===== src/rtl/sevenseg_pkg.sv =====
// sevenseg_pkg
//   Shared definitions for the multiplexed seven-segment display controller:
//   active-low segment glyphs (order {a,b,c,d,e,f,g}, a = MSB), the glyph
//   lookup function, a power-of-ten helper used for decimal range checks,
//   and the conversion FSM state type.
package sevenseg_pkg;

   typedef enum logic [1:0] {
      IDLE    = 2'd0,
      CONVERT = 2'd1,
      COMMIT  = 2'd2
   } conv_state_t;

   localparam logic [6:0] SEG_0     = 7'b0000001;
   localparam logic [6:0] SEG_1     = 7'b1001111;
   localparam logic [6:0] SEG_2     = 7'b0010010;
   localparam logic [6:0] SEG_3     = 7'b0000110;
   localparam logic [6:0] SEG_4     = 7'b1001100;
   localparam logic [6:0] SEG_5     = 7'b0100100;
   localparam logic [6:0] SEG_6     = 7'b0100000;
   localparam logic [6:0] SEG_7     = 7'b0001111;
   localparam logic [6:0] SEG_8     = 7'b0000000;
   localparam logic [6:0] SEG_9     = 7'b0000100;
   localparam logic [6:0] SEG_A     = 7'b0001000;
   localparam logic [6:0] SEG_B     = 7'b1100000;
   localparam logic [6:0] SEG_C     = 7'b0110001;
   localparam logic [6:0] SEG_D     = 7'b1000010;
   localparam logic [6:0] SEG_E     = 7'b0110000;
   localparam logic [6:0] SEG_F     = 7'b0111000;
   localparam logic [6:0] SEG_BLANK = 7'b1111111;
   localparam logic [6:0] SEG_DASH  = 7'b1111110;

   function automatic logic [6:0] seg_glyph(input logic [3:0] nibble);
      case (nibble)
         4'h0:    seg_glyph = SEG_0;
         4'h1:    seg_glyph = SEG_1;
         4'h2:    seg_glyph = SEG_2;
         4'h3:    seg_glyph = SEG_3;
         4'h4:    seg_glyph = SEG_4;
         4'h5:    seg_glyph = SEG_5;
         4'h6:    seg_glyph = SEG_6;
         4'h7:    seg_glyph = SEG_7;
         4'h8:    seg_glyph = SEG_8;
         4'h9:    seg_glyph = SEG_9;
         4'hA:    seg_glyph = SEG_A;
         4'hB:    seg_glyph = SEG_B;
         4'hC:    seg_glyph = SEG_C;
         4'hD:    seg_glyph = SEG_D;
         4'hE:    seg_glyph = SEG_E;
         4'hF:    seg_glyph = SEG_F;
         default: seg_glyph = SEG_DASH;
      endcase
   endfunction

   // Largest value representable in n decimal digits, in 64-bit arithmetic.
   function automatic logic [63:0] pow10_minus1(input int n);
      logic [63:0] p;
      p = 64'd1;
      for (int k = 0; k < n; k++) begin
         p = p * 64'd10;
      end
      return p - 64'd1;
   endfunction

endpackage


===== src/rtl/bin2bcd_serial.sv =====
// bin2bcd_serial
//   Serial double-dabble binary-to-BCD converter, one input bit per cycle,
//   MSB first. A start pulse loads the value; VALUE_W shift cycles follow.
// Ports:
//   clock_100Mhz  system clock
//   reset         async active-high reset
//   start         load value_in and begin converting
//   value_in      binary value to convert (VALUE_W bits)
//   busy          conversion in progress
//   done          final shift happens on the coming edge; bcd holds the
//                 result from that edge until the next start
//   bcd           BCD result, 4*DIGITS bits, digit 0 in the low nibble
module bin2bcd_serial
   import sevenseg_pkg::*;
#(
   parameter int VALUE_W = 16,
   parameter int DIGITS  = 4
) (
   input  logic                  clock_100Mhz,
   input  logic                  reset,
   input  logic                  start,
   input  logic [VALUE_W-1:0]    value_in,
   output logic                  busy,
   output logic                  done,
   output logic [4*DIGITS-1:0]   bcd
);

   localparam int BCD_W = 4 * DIGITS;
   localparam int CNT_W = $clog2(VALUE_W + 1);

   logic [VALUE_W-1:0] shift_r;
   logic [BCD_W-1:0]   bcd_r;
   logic [BCD_W-1:0]   adj_s;
   logic [CNT_W-1:0]   cnt_r;
   logic               busy_r;
   logic               done_s;

   // Add-3 correction: every nibble >= 5 gets +3 before it is shifted.
   always_comb begin
      adj_s = bcd_r;
      for (int n = 0; n < DIGITS; n++) begin
         if (bcd_r[4*n +: 4] >= 4'd5) begin
            adj_s[4*n +: 4] = bcd_r[4*n +: 4] + 4'd3;
         end else begin
            adj_s[4*n +: 4] = bcd_r[4*n +: 4];
         end
      end
   end

   assign done_s = busy_r && (cnt_r == CNT_W'(VALUE_W - 1));

   // Load on start, then shift one binary bit into the BCD register per cycle.
   always_ff @(posedge clock_100Mhz or posedge reset) begin
      if (reset) begin
         shift_r <= {VALUE_W{1'b0}};
         bcd_r   <= {BCD_W{1'b0}};
         cnt_r   <= {CNT_W{1'b0}};
         busy_r  <= 1'b0;
      end else if (start) begin
         shift_r <= value_in;
         bcd_r   <= {BCD_W{1'b0}};
         cnt_r   <= {CNT_W{1'b0}};
         busy_r  <= 1'b1;
      end else if (busy_r) begin
         bcd_r   <= {adj_s[BCD_W-2:0], shift_r[VALUE_W-1]};
         shift_r <= {shift_r[VALUE_W-2:0], 1'b0};
         cnt_r   <= cnt_r + CNT_W'(1);
         if (done_s) begin
            busy_r <= 1'b0;
         end
      end
   end

   assign busy = busy_r;
   assign done = done_s;
   assign bcd  = bcd_r;

endmodule


===== src/rtl/sevenseg_scan_display.sv =====
// sevenseg_scan_display
//   Multiplexed common-anode seven-segment controller. Accepts a binary value
//   over value_valid/value_ready, converts it serially to BCD (or takes it as
//   hex), commits it atomically to a display register and scans DIGITS digits,
//   one every CLK_HZ/DIGIT_HZ cycles. All pin outputs are registered.
// Optional build macro:
//   SEVENSEG_LEADING_ZERO_BLANK_EN - blank zero digits above the most
//   significant nonzero digit (digit 0 and overflow dashes never blanked).
// Ports:
//   clock_100Mhz    system clock
//   reset           async active-high reset
//   value_valid     new value offered
//   value           binary value, sampled on handshake
//   hex_mode        1 = hex, 0 = decimal, sampled on handshake
//   dp              decimal-point enables per digit, sampled on handshake
//   value_ready     block can accept a value
//   overflow        committed value does not fit in DIGITS digits
//   Anode_Activate  active-low anodes, bit 0 = rightmost digit
//   LED_out         active-low cathodes {a,b,c,d,e,f,g}
//   dp_out          active-low decimal-point cathode
module sevenseg_scan_display
   import sevenseg_pkg::*;
#(
   parameter int DIGITS   = 4,
   parameter int VALUE_W  = 16,
   parameter int CLK_HZ   = 100_000_000,
   parameter int DIGIT_HZ = 1520
) (
   input  logic                clock_100Mhz,
   input  logic                reset,
   input  logic                value_valid,
   input  logic [VALUE_W-1:0]  value,
   input  logic                hex_mode,
   input  logic [DIGITS-1:0]   dp,
   output logic                value_ready,
   output logic                overflow,
   output logic [DIGITS-1:0]   Anode_Activate,
   output logic [6:0]          LED_out,
   output logic                dp_out
);

   localparam int PRE_RAW = CLK_HZ / DIGIT_HZ;
   localparam int PRE     = (PRE_RAW < 1) ? 1 : PRE_RAW;
   localparam int PRE_W   = (PRE > 1) ? $clog2(PRE) : 1;
   localparam int IDX_W   = (DIGITS > 1) ? $clog2(DIGITS) : 1;
   localparam int BCD_W   = 4 * DIGITS;
   localparam logic [63:0] DEC_MAX = pow10_minus1(DIGITS);

   conv_state_t        state_r, state_next_s;
   logic               ready_r;
   logic               xfer_s;
   logic [63:0]        value_ext_s;
   logic               ovf_in_s;
   logic               conv_busy_s, conv_done_s;
   logic [BCD_W-1:0]   conv_bcd_s;

   logic               pend_hex_r, pend_ovf_r;
   logic [DIGITS-1:0]  pend_dp_r;
   logic [BCD_W-1:0]   pend_nib_r;

   logic               disp_hex_r, disp_ovf_r;
   logic [DIGITS-1:0]  disp_dp_r;
   logic [BCD_W-1:0]   disp_nib_r;

   logic [PRE_W-1:0]   pre_r;
   logic [IDX_W-1:0]   idx_r;
   logic [3:0]         nib_s;
   logic               blank_s;
   logic [6:0]         glyph_s;
   logic [DIGITS-1:0]  anode_s;

   assign xfer_s      = value_valid && ready_r;
   assign value_ext_s = 64'(value);
   assign ovf_in_s    = hex_mode ? ((value_ext_s >> (4 * DIGITS)) != 64'd0)
                                 : (value_ext_s > DEC_MAX);

   bin2bcd_serial #(.VALUE_W(VALUE_W), .DIGITS(DIGITS)) u_bin2bcd (
      .clock_100Mhz (clock_100Mhz),
      .reset        (reset),
      .start        (xfer_s && !hex_mode),
      .value_in     (value),
      .busy         (conv_busy_s),
      .done         (conv_done_s),
      .bcd          (conv_bcd_s)
   );

   // Conversion FSM next-state logic.
   always_comb begin
      state_next_s = state_r;
      case (state_r)
         IDLE: begin
            if (xfer_s) begin
               state_next_s = hex_mode ? COMMIT : CONVERT;
            end else begin
               state_next_s = IDLE;
            end
         end
         CONVERT: begin
            if (conv_done_s) begin
               state_next_s = COMMIT;
            end else if (!conv_busy_s) begin
               // Converter lost its job; recover rather than wait forever.
               state_next_s = IDLE;
            end else begin
               state_next_s = CONVERT;
            end
         end
         COMMIT:  state_next_s = IDLE;
         default: state_next_s = IDLE;
      endcase
   end

   // FSM state and registered ready flag (ready exactly while IDLE).
   always_ff @(posedge clock_100Mhz or posedge reset) begin
      if (reset) begin
         state_r <= IDLE;
         ready_r <= 1'b1;
      end else begin
         state_r <= state_next_s;
         ready_r <= (state_next_s == IDLE);
      end
   end

   // Capture handshake-time attributes until the value is committed.
   always_ff @(posedge clock_100Mhz or posedge reset) begin
      if (reset) begin
         pend_hex_r <= 1'b0;
         pend_ovf_r <= 1'b0;
         pend_dp_r  <= {DIGITS{1'b0}};
         pend_nib_r <= {BCD_W{1'b0}};
      end else if (xfer_s) begin
         pend_hex_r <= hex_mode;
         pend_ovf_r <= ovf_in_s;
         pend_dp_r  <= dp;
         pend_nib_r <= value_ext_s[BCD_W-1:0];
      end
   end

   // Display register: swapped atomically in COMMIT so scanning never tears.
   always_ff @(posedge clock_100Mhz or posedge reset) begin
      if (reset) begin
         disp_hex_r <= 1'b0;
         disp_ovf_r <= 1'b0;
         disp_dp_r  <= {DIGITS{1'b0}};
         disp_nib_r <= {BCD_W{1'b0}};
      end else if (state_r == COMMIT) begin
         disp_hex_r <= pend_hex_r;
         disp_ovf_r <= pend_ovf_r;
         disp_dp_r  <= pend_dp_r;
         disp_nib_r <= pend_hex_r ? pend_nib_r : conv_bcd_s;
      end
   end

   // Dwell prescaler and digit index.
   always_ff @(posedge clock_100Mhz or posedge reset) begin
      if (reset) begin
         pre_r <= {PRE_W{1'b0}};
         idx_r <= {IDX_W{1'b0}};
      end else if (pre_r == PRE_W'(PRE - 1)) begin
         pre_r <= {PRE_W{1'b0}};
         if (idx_r == IDX_W'(DIGITS - 1)) begin
            idx_r <= {IDX_W{1'b0}};
         end else begin
            idx_r <= idx_r + IDX_W'(1);
         end
      end else begin
         pre_r <= pre_r + PRE_W'(1);
      end
   end

`ifdef SEVENSEG_LEADING_ZERO_BLANK_EN
   logic [DIGITS-1:0] lead_zero_s;
   logic              zero_run_s;

   // lead_zero_s[i] is set when digits i..DIGITS-1 are all zero.
   always_comb begin
      lead_zero_s = {DIGITS{1'b0}};
      zero_run_s  = 1'b1;
      for (int n = DIGITS - 1; n >= 0; n--) begin
         zero_run_s     = zero_run_s && (disp_nib_r[4*n +: 4] == 4'd0);
         lead_zero_s[n] = zero_run_s;
      end
   end

   assign blank_s = lead_zero_s[idx_r] && (idx_r != IDX_W'(0));
`else
   assign blank_s = 1'b0;
`endif

   // Glyph and anode selection for the digit currently being scanned.
   always_comb begin
      nib_s = disp_nib_r[{idx_r, 2'b00} +: 4];
      if (disp_ovf_r) begin
         glyph_s = SEG_DASH;
      end else if (blank_s) begin
         glyph_s = SEG_BLANK;
      end else if (!disp_hex_r && (nib_s > 4'd9)) begin
         glyph_s = SEG_DASH;
      end else begin
         glyph_s = seg_glyph(nib_s);
      end
      anode_s = ~(DIGITS'(1'b1) << idx_r);
   end

   // Registered pin drivers; all off during reset.
   always_ff @(posedge clock_100Mhz or posedge reset) begin
      if (reset) begin
         Anode_Activate <= {DIGITS{1'b1}};
         LED_out        <= SEG_BLANK;
         dp_out         <= 1'b1;
      end else begin
         Anode_Activate <= anode_s;
         LED_out        <= glyph_s;
         dp_out         <= ~disp_dp_r[idx_r];
      end
   end

   assign value_ready = ready_r;
   assign overflow    = disp_ovf_r;

endmodule


===== config.mk =====
export PLATFORM = sky130hd
export DESIGN_NAME = sevenseg_scan_display
export DESIGN_NICKNAME = d
export VERILOG_FILES = /design/src/rtl/sevenseg_pkg.sv /design/src/rtl/bin2bcd_serial.sv /design/src/rtl/sevenseg_scan_display.sv
export SDC_FILE = /design/constraint.sdc
export NUM_CORES = 1
export LEC_CHECK = 0
export ABC_CLOCK_PERIOD_IN_PS = 6400
export CORE_MARGIN = 2
export CORE_UTILIZATION = 25
export DETAILED_ROUTE_END_ITERATION = 16
export PLACE_DENSITY = 0.43
export SLEW_MARGIN = 20
export SYNTH_ARGS = -nofsm -noshare
export SYNTH_HDL_FRONTEND = slang
export SYNTH_SLANG_ARGS = --single-unit

===== constraint.sdc =====
create_clock -name clock_100Mhz -period 6.4 [get_ports clock_100Mhz]
set_input_delay 1.92 -clock clock_100Mhz [delete_from_list [all_inputs] [get_ports clock_100Mhz]]
set_output_delay 1.92 -clock clock_100Mhz [all_outputs]
set_load 0.1 [all_outputs]

==> reports/qor.csv <==
stage;metric;value;unit
final_layout;nets;595;
synth;yosysSeqAreaShare;51.5;%
worst_setup_path;crit_end;value_ready;
place;dp.final_hpwl;8.08;mm
global_route;grt_pass1_vias;3838;
power_and_ir_drop;clkPwrFrac;27.6;%
power_and_ir_drop;p_leak;0.00310;uW
clock_tree;cts_buffers;17;
clock_tree;clock_latency;0.42;ns
timing;final-setup-viol-count;0;
timing;hold_violations;0;
final_layout;diodes;0;
die;initial_core_util;25.2;%
status;outcome;finished clean;
timing;slew_headroom;33.0;%
drt;routedWlPerCell;14.1;um
timing;finalMaxSlewViolations;0;
place;place_inst;813;
final_layout;layout_commonest_cell;dfrtp_1;
drt;drtIter0Drc;122;
clock_tree;cts_tree;done;
worst_setup_path;reg2regPathDepth;6;
hold_path;hold_path.class;reg -> reg;
die;die_y;155;um
clock_tree;clk_pin_slew;0.06;ns
synth;ys_seq_elements;116;
power_and_ir_drop;power_frac_seq;37.7;%
worst_setup_path;r2r_end;LED_out[3];
final_layout;fin_cells;846;
worst_setup_path;cp.required;4.48;ns
worst_setup_path;crit_path_max_fanout;3;
drt;remaining_drc_errors;0;
worst_setup_path;r2r_slack;3.79;ns
clock_tree;hold_buffers;0;
clock_tree;htree_levels;4;
worst_setup_path;crit_buf_inv;1;
final_layout;area_growth;22.4;%
timing;timing.fmax;250;MHz
drt;wirelength;12.0;mm
worst_setup_path;endpoint_kind;output pin;
synth;synthesis.area;0.00566;mm2
timing;tightest_slew;1.01;ns
worst_setup_path;worstPathArrival;2.08;ns
global_route;grt_overflow;0;
synth;yosys_warnings;0;
power_and_ir_drop;swShare;38.1;%
die;die_area;0.0239;mm2
synth;syn_avg_cell_area;11.1;um2
worst_setup_path;regToRegStartpoint;idx_r[0];
clock_tree;cts_root_buffer;clkbuf_16;
power_and_ir_drop;pwr-share-comb;34.8;%
timing;skew;0.00868;ns
die;num_rows;55;
worst_setup_path;startpoint_type;flip-flop;
worst_setup_path;crit_slowest_cell;clkdlybuf4s50_1;
power_and_ir_drop;power_density;499;mW/mm2
timing;fin_crit;4.00;ns
synth;ys_types;50;
clock_tree;cts-resized-gates;0;
drt;top_layer;met4;
synth;synth_edf_count;0;
drt;antenna_left;0;
power_and_ir_drop;power_switching;1320;uW
clock_tree;post_cts_buffers;0;
power_and_ir_drop;power;3460;uW
drt;wl_met1;5.95;mm
drt;avgViaCountPerCell;4.41;
place;dpl_cell_area;0.00631;mm2
synth;yosys_most_used_dff;dfrtp_1;
drt;met2_length;5.47;mm
place;place.gp.congestion;0.741;
power_and_ir_drop;p_int;2140;uW
worst_setup_path;cp_num_cells;1;
synth;ys_async_sr_fraction;100;%
synth;postSynthNetCount;558;
die;io_pins;38;
timing;rsz0062_at_grt;no;
worst_setup_path;crit_type;reg -> out;
worst_setup_path;cp_cell_sequence;clkdlybuf4s50_1;
clock_tree;cts_sinks;116;
synth;syn_inst;511;
timing;final.setup.tns;0;ns
power_and_ir_drop;vdd_ir_drop_max;0.000241;V
clock_tree;clockBufferDepth;2;
worst_setup_path;critPathLaunch;value_ready;
worst_setup_path;max_stage_delay;1.13;ns
place;io_buffers;37;
worst_setup_path;path_delay_family;buffers and inverters;
final_layout;drive_above_1_share;16.4;%
global_route;grt_pass1_wl;20.2;mm
drt;drt_pass1_iterations;4;
final_layout;final_cell_area;0.00693;mm2
die;coreArea;0.0224;mm2
die;die_x;155;um
timing;fin_crit_sh;62.5;%
drt;vias;3731;
timing;hold_slack;0.479;ns
global_route;antenna_found_initial;0;
flow_run;max_cap_violations;0;
final_layout;final_cell_mix;dfrtp_1, nand2_1, mux2i_1, o21ai_0, clkdlybuf4s50_1;
global_route;grt_usage;10.8;%
global_route;grt_max_degree;55;
drt;wl_met3;376;um
-- power groups by stage --
| stage | Clock, uW | Sequential (uW) | Combinational (uW) |
|---|---|---|---|
| floorplan | 0 | 1420 | 811 |
| global placement | 0 | 1310 | 1190 |
| detailed placement | 0 | 1320 | 1210 |
| CTS | 980 | 1310 | 1210 |
| global route | 1020 | 1350 | 1340 |
| finish | 954 | 1300 | 1200 |
-- cells in the mapped netlist, types with 6 or more instances --
cell type / instances / area share, %
nand3_1: 14 / 1.2
ha_1: 23 / 5.1
nor2_1: 34 / 2.3
mux2_2: 30 / 6.0
xnor2_1: 13 / 2.0
dfrtp_1: 103 / 46
nand2b_1: 6 / 0.66
clkbuf_1: 13 / 0.86
inv_1: 25 / 1.7
o21ai_0: 44 / 3.9
dfstp_2: 13 / 6.0
a21oi_1: 12 / 1.1
nand2_1: 57 / 3.8
mux2i_1: 48 / 8.5
xor2_1: 11 / 1.7
-- cell families (layout without fill, tap and decap cells) --
group           after synthesis  count (layout)  share of synthesized area, %
simple gates                134             134                          10.8
flops                       116             116                          51.5
mux                          84              84                          16.8
compound gates               81              81                          8.37
buf+inv                      49              99                          3.78
xor+xnor                     24              24                          3.71
fa+ha+maj                    23              23                          5.08
-- through the flow --
step	utilization [%]	setup slack [ns]
final	30.9	2.40
after global routing	30.9	2.34
after CTS	30.8	2.36
after detailed placement	28.1	2.31
after global placement	28.1	2.42
after floorplan	-	1.43
-- worst min-delay path by stage --
stage	slack (ns)	end	depth (start not counted)	from
2_1_floorplan	0.44	state_r[0]	1	state_r[1]
3_3_place_gp	0.46	disp_nib_r[9]	2	disp_nib_r[9]
3_5_place_dp	0.47	state_r[0]	1	state_r[1]
4_1_cts	0.48	state_r[0]	1	state_r[1]
5_1_grt	0.49	pre_r[16]	1	pre_r[16]
6_report	0.48	disp_nib_r[12]	2	disp_nib_r[12]
-- layer usage --
metal  track usage (%)  vias to the layer above
met4              4.19                        0
met3              3.22                       12
met2              16.5                       43
li1                  -                     1846
met1              14.5                     1830
met5                 0                        -
-- flip-flops by register name, indices dropped and copies added, names as in the netlist, 2 cells and up --
| signal | flops |
|---|---|
| pre_r | 17 |
| disp_nib_r | 16 |
| pend_nib_r | 16 |
| u_bin2bcd.bcd | 16 |
| u_bin2bcd.shift_r | 16 |
| LED_out | 7 |
| u_bin2bcd.cnt_r | 5 |
| Anode_Activate | 4 |
| disp_dp_r | 4 |
| pend_dp_r | 4 |
| idx_r | 2 |
| state_r | 2 |
-- final cells by class --
cell class | instances | area, um2
clock buffers | 18 | 439
clock inverters | 14 | 153
fillers | 2269 | 15500
inverters | 25 | 96.3
multi-input cells | 346 | 2540
flip-flops and latches | 116 | 2920
well taps | 285 | 357
repair buffers | 42 | 428
Note: power is estimated with default switching activity, not from simulation.
